<file path="src/rtl/pong_vga_renderer_pkg.sv">
// pong_vga_renderer_pkg: VGA timing, sprite geometry, colours and reset snapshot for the pong renderer.
package pong_vga_renderer_pkg;
  localparam int H_ACTIVE = 640;
  localparam int H_FP = 16;
  localparam int H_SYNC = 96;
  localparam int H_BP = 48;
  localparam int V_ACTIVE = 480;
  localparam int V_FP = 10;
  localparam int V_SYNC = 2;
  localparam int V_BP = 33;
  localparam int PADDLE_W = 10;
  localparam int PADDLE_H = 60;
  localparam int BALL_SIZE = 10;
  localparam int PADDLE_X = 8;
  localparam int DIGIT_W = 20;
  localparam int DIGIT_H = 32;
  localparam int DIGIT_Y = 16;
  localparam int SEG_T = 4;
  localparam int RST_BALL_X = 320;
  localparam int RST_BALL_Y = 240;
  localparam int RST_PADDLE_Y = 210;
  localparam logic [5:0] C_BG = 6'b000000;
  localparam logic [5:0] C_WHITE = 6'b111111;
  localparam logic [5:0] C_CYAN = 6'b001111;
  localparam logic [5:0] C_MAGENTA = 6'b110011;
  localparam logic [5:0] C_NET = 6'b010101;

  typedef struct packed {
    logic [9:0] player_y;
    logic [9:0] opponent_y;
    logic [9:0] ball_x;
    logic [9:0] ball_y;
  } snap_t;

  localparam snap_t SNAP_RST = '{
    player_y: 10'(RST_PADDLE_Y),
    opponent_y: 10'(RST_PADDLE_Y),
    ball_x: 10'(RST_BALL_X),
    ball_y: 10'(RST_BALL_Y)
  };

  // 11-bit operands so top+size can never wrap back onto the screen
  function automatic logic in_rect(input logic [10:0] h, v, x, y, w, ht);
    return h >= x && h < x + w && v >= y && v < y + ht;
  endfunction
endpackage

</file>
<file path="src/rtl/pong_vga_renderer_if.sv">
// pong_vga_renderer_if: game-state inputs and VGA outputs between pong logic (master) and renderer (slave).
interface pong_vga_renderer_if;
  logic [9:0] player_y;
  logic [9:0] opponent_y;
  logic [9:0] ball_x;
  logic [9:0] ball_y;
  logic [7:0] score;
  logic hsync;
  logic vsync;
  logic [5:0] rgb;
  logic frame_tick;

  modport master (
    output player_y, opponent_y, ball_x, ball_y, score,
    input hsync, vsync, rgb, frame_tick
  );

  modport slave (
    input player_y, opponent_y, ball_x, ball_y, score,
    output hsync, vsync, rgb, frame_tick
  );
endinterface

</file>
<file path="src/rtl/pong_vga_renderer_timing.sv">
// pong_vga_renderer_timing: h/v pixel counters, combinational sync decode, active flag and vblank-start strobe.
module pong_vga_renderer_timing
  import pong_vga_renderer_pkg::*;
#(
  parameter int P_H_ACTIVE = H_ACTIVE,
  parameter int P_H_FP = H_FP,
  parameter int P_H_SYNC = H_SYNC,
  parameter int P_H_BP = H_BP,
  parameter int P_V_ACTIVE = V_ACTIVE,
  parameter int P_V_FP = V_FP,
  parameter int P_V_SYNC = V_SYNC,
  parameter int P_V_BP = V_BP
) (
  input  logic       clk,
  input  logic       rst_n,
  output logic [9:0] o_h,
  output logic [9:0] o_v,
  output logic       o_hsync_n,
  output logic       o_vsync_n,
  output logic       o_active,
  output logic       o_vblank_start
);
  localparam logic [9:0] H_LAST = 10'(P_H_ACTIVE + P_H_FP + P_H_SYNC + P_H_BP - 1);
  localparam logic [9:0] V_LAST = 10'(P_V_ACTIVE + P_V_FP + P_V_SYNC + P_V_BP - 1);
  localparam logic [9:0] HS_START = 10'(P_H_ACTIVE + P_H_FP);
  localparam logic [9:0] HS_END = 10'(P_H_ACTIVE + P_H_FP + P_H_SYNC);
  localparam logic [9:0] VS_START = 10'(P_V_ACTIVE + P_V_FP);
  localparam logic [9:0] VS_END = 10'(P_V_ACTIVE + P_V_FP + P_V_SYNC);

  logic [9:0] r_h;
  logic [9:0] r_v;
  logic w_h_last;
  logic w_v_last;

  assign w_h_last = r_h == H_LAST;
  assign w_v_last = r_v == V_LAST;

  always_ff @(posedge clk) begin
    if (!rst_n) begin
      r_h <= '0;
      r_v <= '0;
    end else begin
      r_h <= w_h_last ? '0 : r_h + 10'd1;
      if (w_h_last) r_v <= w_v_last ? '0 : r_v + 10'd1;
    end
  end

  assign o_h = r_h;
  assign o_v = r_v;
  assign o_hsync_n = !(r_h >= HS_START && r_h < HS_END);
  assign o_vsync_n = !(r_v >= VS_START && r_v < VS_END);
  assign o_active = r_h < 10'(P_H_ACTIVE) && r_v < 10'(P_V_ACTIVE);
  assign o_vblank_start = r_h == '0 && r_v == 10'(P_V_ACTIVE);
endmodule

</file>
<file path="src/rtl/pong_vga_renderer.sv">
// pong_vga_renderer: per-frame game-state snapshot, sprite compare, priority mux and registered VGA outputs.
// Optional score digits are built only when PONG_SCORE_DIGITS_EN is defined.
module pong_vga_renderer
  import pong_vga_renderer_pkg::*;
#(
  parameter int P_H_ACTIVE = H_ACTIVE,
  parameter int P_H_FP = H_FP,
  parameter int P_H_SYNC = H_SYNC,
  parameter int P_H_BP = H_BP,
  parameter int P_V_ACTIVE = V_ACTIVE,
  parameter int P_V_FP = V_FP,
  parameter int P_V_SYNC = V_SYNC,
  parameter int P_V_BP = V_BP
) (
  input  logic clk,
  input  logic rst_n,
  pong_vga_renderer_if.slave io_pong
);
  localparam logic [10:0] OPP_X = 11'(P_H_ACTIVE - PADDLE_X - PADDLE_W);
  localparam logic [9:0] NET_L = 10'(P_H_ACTIVE / 2 - 2);
  localparam logic [9:0] NET_R = 10'(P_H_ACTIVE / 2 + 1);

  logic [9:0] w_h;
  logic [9:0] w_v;
  logic w_hsync_n;
  logic w_vsync_n;
  logic w_active;
  logic w_vblank_start;
  logic [10:0] w_h11;
  logic [10:0] w_v11;
  logic w_ball;
  logic w_player;
  logic w_opp;
  logic w_score;
  logic w_net;
  logic [5:0] w_pix;

  snap_t r_snap;
  logic r_hsync;
  logic r_vsync;
  logic [5:0] r_rgb;
  logic r_tick;

  pong_vga_renderer_timing #(
    .P_H_ACTIVE(P_H_ACTIVE), .P_H_FP(P_H_FP), .P_H_SYNC(P_H_SYNC), .P_H_BP(P_H_BP),
    .P_V_ACTIVE(P_V_ACTIVE), .P_V_FP(P_V_FP), .P_V_SYNC(P_V_SYNC), .P_V_BP(P_V_BP)
  ) u_timing (
    .clk(clk),
    .rst_n(rst_n),
    .o_h(w_h),
    .o_v(w_v),
    .o_hsync_n(w_hsync_n),
    .o_vsync_n(w_vsync_n),
    .o_active(w_active),
    .o_vblank_start(w_vblank_start)
  );

  assign w_h11 = {1'b0, w_h};
  assign w_v11 = {1'b0, w_v};

`ifdef PONG_SCORE_DIGITS_EN
  localparam logic [10:0] DP_X = 11'(P_H_ACTIVE / 2 - 40);
  localparam logic [10:0] DO_X = 11'(P_H_ACTIVE / 2 + 20);
  localparam logic [10:0] DY = 11'(DIGIT_Y);
  localparam logic [10:0] DW = 11'(DIGIT_W);
  localparam logic [10:0] DH = 11'(DIGIT_H);
  localparam logic [10:0] ST = 11'(SEG_T);
  // segment order {a,b,c,d,e,f,g}
  localparam logic [6:0] SEG_LUT [16] = '{
    7'h7E, 7'h30, 7'h6D, 7'h79, 7'h33, 7'h5B, 7'h5F, 7'h70,
    7'h7F, 7'h7B, 7'h77, 7'h1F, 7'h4E, 7'h3D, 7'h4F, 7'h47
  };

  logic [7:0] r_score;

  function automatic logic [6:0] seven_seg(input logic [3:0] n);
    return SEG_LUT[n];
  endfunction

  function automatic logic digit_hit(input logic [3:0] n, input logic [10:0] h, v, x);
    logic [6:0] s;
    logic [10:0] lx;
    logic [10:0] ly;
    s = seven_seg(n);
    lx = h - x;
    ly = v - DY;
    return in_rect(h, v, x, DY, DW, DH) && (
      (s[6] && ly < ST) ||
      (s[5] && lx >= DW - ST && ly < DH / 2) ||
      (s[4] && lx >= DW - ST && ly >= DH / 2) ||
      (s[3] && ly >= DH - ST) ||
      (s[2] && lx < ST && ly >= DH / 2) ||
      (s[1] && lx < ST && ly < DH / 2) ||
      (s[0] && ly >= DH / 2 - ST / 2 && ly < DH / 2 + ST / 2));
  endfunction

  always_ff @(posedge clk) begin
    if (!rst_n) r_score <= '0;
    else if (w_vblank_start) r_score <= io_pong.score;
  end

  assign w_score = digit_hit(r_score[3:0], w_h11, w_v11, DP_X) ||
                   digit_hit(r_score[7:4], w_h11, w_v11, DO_X);
`else
  logic w_unused;

  assign w_unused = ^io_pong.score;
  assign w_score = 1'b0;
`endif

  assign w_ball = in_rect(w_h11, w_v11, {1'b0, r_snap.ball_x}, {1'b0, r_snap.ball_y},
                          11'(BALL_SIZE), 11'(BALL_SIZE));
  assign w_player = in_rect(w_h11, w_v11, 11'(PADDLE_X), {1'b0, r_snap.player_y},
                            11'(PADDLE_W), 11'(PADDLE_H));
  assign w_opp = in_rect(w_h11, w_v11, OPP_X, {1'b0, r_snap.opponent_y},
                         11'(PADDLE_W), 11'(PADDLE_H));
  assign w_net = w_h >= NET_L && w_h <= NET_R && !w_v[4];

  always_comb begin
    w_pix = !w_active ? C_BG :
            w_ball    ? C_WHITE :
            w_player  ? C_CYAN :
            w_opp     ? C_MAGENTA :
            w_score   ? C_WHITE :
            w_net     ? C_NET : C_BG;
  end

  always_ff @(posedge clk) begin
    if (!rst_n) begin
      r_snap <= SNAP_RST;
      r_hsync <= 1'b1;
      r_vsync <= 1'b1;
      r_rgb <= C_BG;
      r_tick <= 1'b0;
    end else begin
      if (w_vblank_start)
        r_snap <= {io_pong.player_y, io_pong.opponent_y, io_pong.ball_x, io_pong.ball_y};
      r_hsync <= w_hsync_n;
      r_vsync <= w_vsync_n;
      r_rgb <= w_pix;
      r_tick <= w_vblank_start;
    end
  end

  assign io_pong.hsync = r_hsync;
  assign io_pong.vsync = r_vsync;
  assign io_pong.rgb = r_rgb;
  assign io_pong.frame_tick = r_tick;
endmodule

</file>
<file path="src/flat_wrapper.sv">
// flat-port wrapper written by rule: the top's interface ports become plain ports
module pong_vga_renderer_flat import pong_vga_renderer_pkg::*;
#(
  parameter int P_H_ACTIVE = H_ACTIVE,
  parameter int P_H_FP = H_FP,
  parameter int P_H_SYNC = H_SYNC,
  parameter int P_H_BP = H_BP,
  parameter int P_V_ACTIVE = V_ACTIVE,
  parameter int P_V_FP = V_FP,
  parameter int P_V_SYNC = V_SYNC,
  parameter int P_V_BP = V_BP
)
  (clk, rst_n, io_pong_player_y, io_pong_opponent_y, io_pong_ball_x, io_pong_ball_y, io_pong_score, io_pong_hsync, io_pong_vsync, io_pong_rgb, io_pong_frame_tick);
  pong_vga_renderer_if io_pong_i ();
  input  logic clk;
  input  logic rst_n;
  input wire logic [$bits(io_pong_i.player_y)-1:0] io_pong_player_y;
  input wire logic [$bits(io_pong_i.opponent_y)-1:0] io_pong_opponent_y;
  input wire logic [$bits(io_pong_i.ball_x)-1:0] io_pong_ball_x;
  input wire logic [$bits(io_pong_i.ball_y)-1:0] io_pong_ball_y;
  input wire logic [$bits(io_pong_i.score)-1:0] io_pong_score;
  output wire logic [$bits(io_pong_i.hsync)-1:0] io_pong_hsync;
  output wire logic [$bits(io_pong_i.vsync)-1:0] io_pong_vsync;
  output wire logic [$bits(io_pong_i.rgb)-1:0] io_pong_rgb;
  output wire logic [$bits(io_pong_i.frame_tick)-1:0] io_pong_frame_tick;
  assign io_pong_i.player_y = io_pong_player_y;
  assign io_pong_i.opponent_y = io_pong_opponent_y;
  assign io_pong_i.ball_x = io_pong_ball_x;
  assign io_pong_i.ball_y = io_pong_ball_y;
  assign io_pong_i.score = io_pong_score;
  assign io_pong_hsync = io_pong_i.hsync;
  assign io_pong_vsync = io_pong_i.vsync;
  assign io_pong_rgb = io_pong_i.rgb;
  assign io_pong_frame_tick = io_pong_i.frame_tick;
  pong_vga_renderer #(.P_H_ACTIVE(P_H_ACTIVE), .P_H_FP(P_H_FP), .P_H_SYNC(P_H_SYNC), .P_H_BP(P_H_BP), .P_V_ACTIVE(P_V_ACTIVE), .P_V_FP(P_V_FP), .P_V_SYNC(P_V_SYNC), .P_V_BP(P_V_BP)) u_core (.clk(clk), .rst_n(rst_n), .io_pong(io_pong_i));
endmodule
</file>
<file path="config.mk">
export PLATFORM = sky130hd
export DESIGN_NAME = pong_vga_renderer_flat
export DESIGN_NICKNAME = d
export VERILOG_FILES = /design/src/rtl/pong_vga_renderer_pkg.sv /design/src/rtl/pong_vga_renderer_if.sv /design/src/rtl/pong_vga_renderer_timing.sv /design/src/rtl/pong_vga_renderer.sv /design/src/flat_wrapper.sv
export SDC_FILE = /design/constraint.sdc
export NUM_CORES = 1
export LEC_CHECK = 0
export BUFFER_PORTS_ARGS = -buffer_cell sky130_fd_sc_hd__buf_4
export CORE_ASPECT_RATIO = 1.1
export CORE_MARGIN = 4
export CORE_UTILIZATION = 55
export CTS_BUF_LIST = sky130_fd_sc_hd__clkbuf_16
export CTS_CLUSTER_DIAMETER = 40
export CTS_CLUSTER_SIZE = 12
export DETAILED_ROUTE_END_ITERATION = 8
export HOLD_SLACK_MARGIN = 0.03
export PLACE_DENSITY = 0.76
export SLEW_MARGIN = 20
export SYNTH_ARGS = -nofsm -noshare
export SYNTH_HDL_FRONTEND = slang
export SYNTH_SLANG_ARGS = --single-unit
</file>
<file path="constraint.sdc">
create_clock -name clk -period 3.5 [get_ports clk]
set_input_delay 0.525 -clock clk [delete_from_list [all_inputs] [get_ports clk]]
set_output_delay 0.525 -clock clk [all_outputs]
set_load 0.03 [all_outputs]
</file>
Yosys cells after proc, flatten, opt, wreduce, memory -nomap -nowiden
Index checks and enable logic that the tools add are counted.
Widths: inputs -> output; s select.
- $add $sub $neg: 6
- $lt $le $gt $ge: 20
- div/mod/pow operators: 0
- multiply operators: 0
- shift operators: 0
- muxes and demuxes: 5
- bitwise operators: 1
- eq/ne operators: 3
- reduce and logical (&&, ||, !) cells: 21
- operator list (operator ; number):
    $lt 10x11->1 ; 4
    $ge 10x10->1 ; 4
    $lt 10x10->1 const B ; 3
    $add 10x4->11 const B ; 2
    $add 10x6->11 const B ; 2
    $add 10x1->10 const B ; 2
    $eq 10x10->1 const B ; 2
    $ge 10x10->1 const B ; 2
    $ge 10x9->1 const B ; 2
    $lt 10x9->1 const B ; 2
    $mux 6 ; 3
    $logic_and 1x1->1 ; 15
    $eq 10x9->1 const B ; 1
    $ge 10x4->1 const B ; 1
    $le 10x9->1 const B ; 1
    $logic_not 10->1 ; 1
    $lt 10x5->1 const B ; 1
    $mux 10 ; 1
    $mux 5 ; 1
    $logic_not 1->1 ; 3
    $reduce_and 2->1 ; 1
    $reduce_or 2->1 ; 1
    $not 1->1 ; 1
- memories kept: 0
- latch bits: 0
- memory bits (writable): 0
- flip-flop bits (word level): 69
- bits of input ports: 50
- word-level logic and storage cells: 66
- bits in read-only memories: 0
- output and inout port bits: 9

Longest topological paths before layout
- depth after elaboration: 7
- mapped depth: 11
- mapped depth without buffers: 11

Hierarchy
From an unflattened synthesis, not the netlist that was laid out.
- cell total of the unflattened synthesis: 568
- area, all modules: 5047.3 sq um
- by module, submodules not included (module ; instances ; area each (sq um) ; sequential area each (sq um) ; cells an instance):
    pong_vga_renderer ; 1 ; 3976.3 ; 980.9 ; 444
    pong_vga_renderer_timing ; 1 ; 1071.0 ; 400.4 ; 124

Worst setup path before layout
Ideal clock, no wire load.
- kind: flip-flop to flip-flop
- start point: reg u_core.r_snap[32] (netlist name)
- end point: reg u_core.r_rgb[0] (netlist: u_core.io_pong.rgb[0])
- path buffers: 0
- stages on the path, launching flop included: 12
- data required time: 3425 ps
- clock period less this slack: 2248 ps
- data arrival time: 2173 ps
- setup slack: 1252 ps
- library setup time: 75 ps
- cell sequence: dfxtp_1 > inv_1 > ha_1 > nand2_1 > xnor2_1 > ha_1 > a21o_1 > a2111oi_0 > o21ai_1 > o221ai_1 > a31oi_1 > a31oi_1
- longest elaborated chain between the ends: 5
- elaborated cells between the ends (all ways): 7
- classes of those cells: 1 x add/sub; 2 x order compare; 2 x mux; 2 x reduce/logical
- ends and longest elaborated chain (what ; line ; source):
    start: declaration ; pong_vga_renderer.sv:38 ; snap_t r_snap;
    start signal: assignment ; pong_vga_renderer.sv:137 ; r_snap <= {io_pong.player_y, io_pong.opponent_y, io_pong.ball_x, io_pong.ball_y};
    $add 10x6->11 or $ge 10x10->1 (tied branches) ; pong_vga_renderer_pkg.sv:44 ; return h >= x && h < x + w && v >= y && v < y + ht;
    $lt 10x11->1 or $logic_and 1x1->1 (tied branches) ; pong_vga_renderer_pkg.sv:44 ;
    $logic_and 1x1->1 * ; pong_vga_renderer_pkg.sv:44 ;
    $mux 6 * ; pong_vga_renderer.sv:122 ; w_player ? C_CYAN :
    $mux 6 * ; pong_vga_renderer.sv:121 ; w_ball ? C_WHITE :
    end signal: assignment ; pong_vga_renderer.sv:140 ; r_rgb <= w_pix;
    end: declaration ; pong_vga_renderer.sv:41 ; logic [5:0] r_rgb;
Every way passes the cells marked *; elsewhere a longest branch is shown, timed or not.
A chain may end at the register's enable or synchronous reset.

Final worst setup path
- start point: reg u_core.r_snap[22] (netlist name)
- end point: reg u_core.r_rgb[0] (netlist: u_core.io_pong.rgb[0])
- longest elaborated chain between the ends: 6
- elaborated cells between the ends (all ways): 8
- classes of those cells: 1 x add/sub; 2 x order compare; 3 x mux; 2 x reduce/logical
- ends and longest elaborated chain (what ; line ; source):
    $add 10x6->11 or $ge 10x10->1 (tied branches) ; pong_vga_renderer_pkg.sv:44 ;
    $lt 10x11->1 or $logic_and 1x1->1 (tied branches) ; pong_vga_renderer_pkg.sv:44 ;
    $logic_and 1x1->1 * ; pong_vga_renderer_pkg.sv:44 ;
    $mux 6 * ; pong_vga_renderer.sv:123 ; w_opp ? C_MAGENTA :
    $mux 6 * ; pong_vga_renderer.sv:122 ;
    $mux 6 * ; pong_vga_renderer.sv:121 ;
Marks and branches as above.

==> flow_metrics.py <==
metrics = {
    "status": {
        "status": "finished, final reports clean",
    },
    "finish": {
        "diodes": 0,
        "drive_gt1_share_pct": 13.2,
        "final_cell_count_no_fill": 754,
        "area_growth_pct": 14.4,
        "finalNetCount": 773,
        "postLayoutCoreUtil_pct": 65.7,
    },
    "logic_synthesis": {
        "seq_area_frac_synth_pct": 28.2,
        "dominantRegCellSynth": "dfxtp_1",
        "synth_cell_types": 52,
        "synth_top_area_share_pct": 28.2,
        "netlist_instances": 591,
        "synth_area_leader_cell": "dfxtp_1",
        "syn_area_per_cell_sq_um": 8.29,
        "syn_area_sq_mm": 0.00490,
        "ys_ff_latch": 69,
        "synth_area_leaders": "dfxtp_1 28%, ha_1 22%, nand2_1 6.6%",
        "synth_nets": 726,
        "synth_edf_count": 0,
        "async_flop_share_pct": 0,
        "yosys_warnings": 0,
    },
    "clock_tree": {
        "cts-resized-gates": 0,
        "clk_latency_ns": 0.34,
        "cts_hold_buf": 0,
        "cts_tree": "done",
        "htreeDepth": 3,
        "clkTransAtPathRegs_ns": 0.06,
        "clock_sinks": 69,
        "clk_root_buffer_cell": "clkbuf_16",
        "cts_buffers": 9,
        "post_cts_buffers": 0,
        "clockBufferDepth": 2,
    },
    "worst_setup_path": {
        "path_buf_inv": 1,
        "crit_fanout": 4,
        "crit_family": "compound AO/OA/AOI/OAI gates",
        "critical-path-max-stage-delay_ns": 0.67,
        "crit_chain": "inv_1, ha_1, nor3b_1, xnor2_1, ha_1, nand3_1, a21oi_1, a2111oi_0, o211ai_1, a31oi_1",
        "worst-path-stages": 10,
        "ff2ff_path_depth": 10,
        "crit_arrival_ns": 3.19,
        "cpMostUsedCell": "ha_1",
        "crit_path_end_kind": "flip-flop",
        "crit_type": "flip-flop to flip-flop",
        "required_ns": 3.76,
        "cp-start-kind": "flip-flop",
        "worst_path_max_delay_cell": "a2111oi_0",
    },
    "sta": {
        "timing.final.crit_share_pct": 83.7,
        "min_period_ns": 2.93,
        "slew_headroom_pct": 50.3,
        "skew_ns": 0.00755,
        "rsz0062_at_grt": "no",
        "hold_viol_final": 0,
        "drv_slew": 0,
        "max_freq_ghz": 0.341,
        "setup_viol": 0,
        "max_slew.worst_pin.slew_ns": 0.726,
        "fin_setup_tns_ns": 0,
    },
    "drt": {
        "drtAntennaViolNets": 0,
        "drc": 0,
        "dr_total_vias": 4360,
        "drtPass1Iterations": 4,
        "routed_via_density": 5.78,
        "wl_per_cell_um": 15.7,
        "routed_wl_um": 11800,
        "drt_iter0_drc": 152,
    },
    "die": {
        "die-area_sq_mm": 0.0105,
        "core.rowCount": 35,
        "die_h_um": 107,
        "coreArea_sq_mm": 0.00854,
        "boundaryPins": 59,
        "die_x_um": 98.0,
        "initial_core_util_pct": 57.4,
    },
    "grt": {
        "grt-ovfl-total": 0,
        "grt_pass1_vias": 4385,
        "antenna_found_initial": 0,
        "grt_usage_pct": 23.8,
        "grt_pass1_wl_um": 20500,
        "grt_max_degree": 31,
    },
    "placement": {
        "routabilityCongestion": 0.888,
        "placed_cells": 738,
        "dpl.hpwl_um": 8880,
        "port_buffers": 50,
    },
    "power": {
        "p_leak_uw": 0.00246,
        "ir_worst_vdd_uv": 208,
        "power_per_cell_area_mw_per_mm2": 304,
    },
    "hold_path": {
        "hold_path_class": "primary input to flip-flop",
        "holdPathStages": 3,
    },
    "flow_run": {
        "drv_cap": 0,
    },
}
## where the power goes
| part | total, uW | internal [uW] | leakage, uW | switching (uW) |
|---|---|---|---|---|
| Clock | 832 | 474 | 0.000127 | 358 |
| Sequential | 794 | 788 | 0.000557 | 6.03 |
| Combinational | 76.6 | 41.9 | 0.00178 | 34.8 |
## Yosys cell counts, drive strengths merged, types with 10 or more instances
cell type  instances
inv               45
xnor2             32
nor3              14
o21ai             16
nand4             14
nand3             19
nand2             87
dfxtp             69
buf               12
a21o              10
nor2              37
a21oi             47
o211ai            18
ha                85
## final cells by class
| cell class | instances | area [sq um] |
|---|---|---|
| clock buffers | 9 | 225 |
| clock inverters | 7 | 42.5 |
| fillers | 722 | 2930 |
| inverters | 46 | 173 |
| multi-input cells | 458 | 3240 |
| flip-flops and latches | 69 | 1380 |
| well taps | 111 | 139 |
| repair buffers | 54 | 405 |
## worst reg2reg max path, cell delays in order, from the launching register on
cell       delay [ns]
dfxtp_1          0.34
inv_1            0.10
ha_1             0.20
nor3b_1          0.40
xnor2_1          0.17
ha_1             0.26
nand3_1          0.10
a21oi_1          0.06
a2111oi_0        0.68
o211ai_1         0.32
a31oi_1          0.24
## kinds of logic (layout without fill, tap and decap cells)
kind of cell / Yosys count / count (layout) / synth area share (%)
DFF: 69 / 69 / 28.2
buffers and inverters: 64 / 116 / 5.67
AOI/OAI and AO/OA: 129 / 129 / 16.9
muxes: 2 / 2 / 0.434
xor gates and xnor gates: 41 / 41 / 7.33
adders and majority gates: 85 / 85 / 21.7
and+or+nand+nor: 201 / 201 / 19.8
## through the flow
step                hold WS [ns]  power, uW  setup slack, ns  area (sq um)
global route               0.405       1760            0.322          5610
finish                     0.412       1700            0.569          5610
global placement           0.455        885            0.816          5340
floorplan                  0.440        843             1.25          4900
detailed placement         0.456        888            0.640          5340
CTS                        0.408       1720            0.573          5610
## final timing paths
check	slack (ns)	from	endpoint
max	0.57	u_core.r_snap[22]	u_core.io_pong.rgb[0]
min	0.41	io_pong_ball_y[5]	u_core.r_snap[5]
max reg2reg	0.57	u_core.r_snap[22]	u_core.io_pong.rgb[0]
min reg2reg	0.46	u_core.r_snap[10]	u_core.r_snap[10]
## routing by layer
layer,part of all wire (%),GRT usage [%]
met5,0,0
met4,2.1,9.00
met3,5.8,4.88
met2,51,42.7
met1,41,27.9
## registers in the layout (all words and copies together) (netlist names)
register and count:
u_core.io_pong.hsync 1, u_core.u_timing.o_h 10, u_core.io_pong.vsync 1, u_core.u_timing.o_v 10, u_core.r_snap 40, u_core.io_pong.rgb 6, u_core.io_pong.frame_tick 1
## placed cells by master (no fill, tap or decap), drive strengths merged, types with 4 or more instances in the layout
master | synthesis | layout
clkbuf | 6 | 9
nand3 | 19 | 19
buf | 12 | 54
a2111oi | 4 | 4
inv | 45 | 45
a211oi | 9 | 9
nand2b | 6 | 6
nor2b | 5 | 5
ha | 85 | 85
o2111ai | 4 | 4
nor4 | 4 | 4
o21ai | 16 | 16
a21oi | 47 | 47
xor2 | 9 | 9
xnor2 | 32 | 32
a21o | 10 | 10
a31oi | 7 | 7
nand2 | 87 | 87
o21a | 4 | 4
nand4 | 14 | 14
dfxtp | 69 | 69
o211ai | 18 | 18
clkinv | 1 | 5
nor2 | 37 | 37
nor3 | 14 | 14
Note: power is estimated with default switching activity, not from simulation.
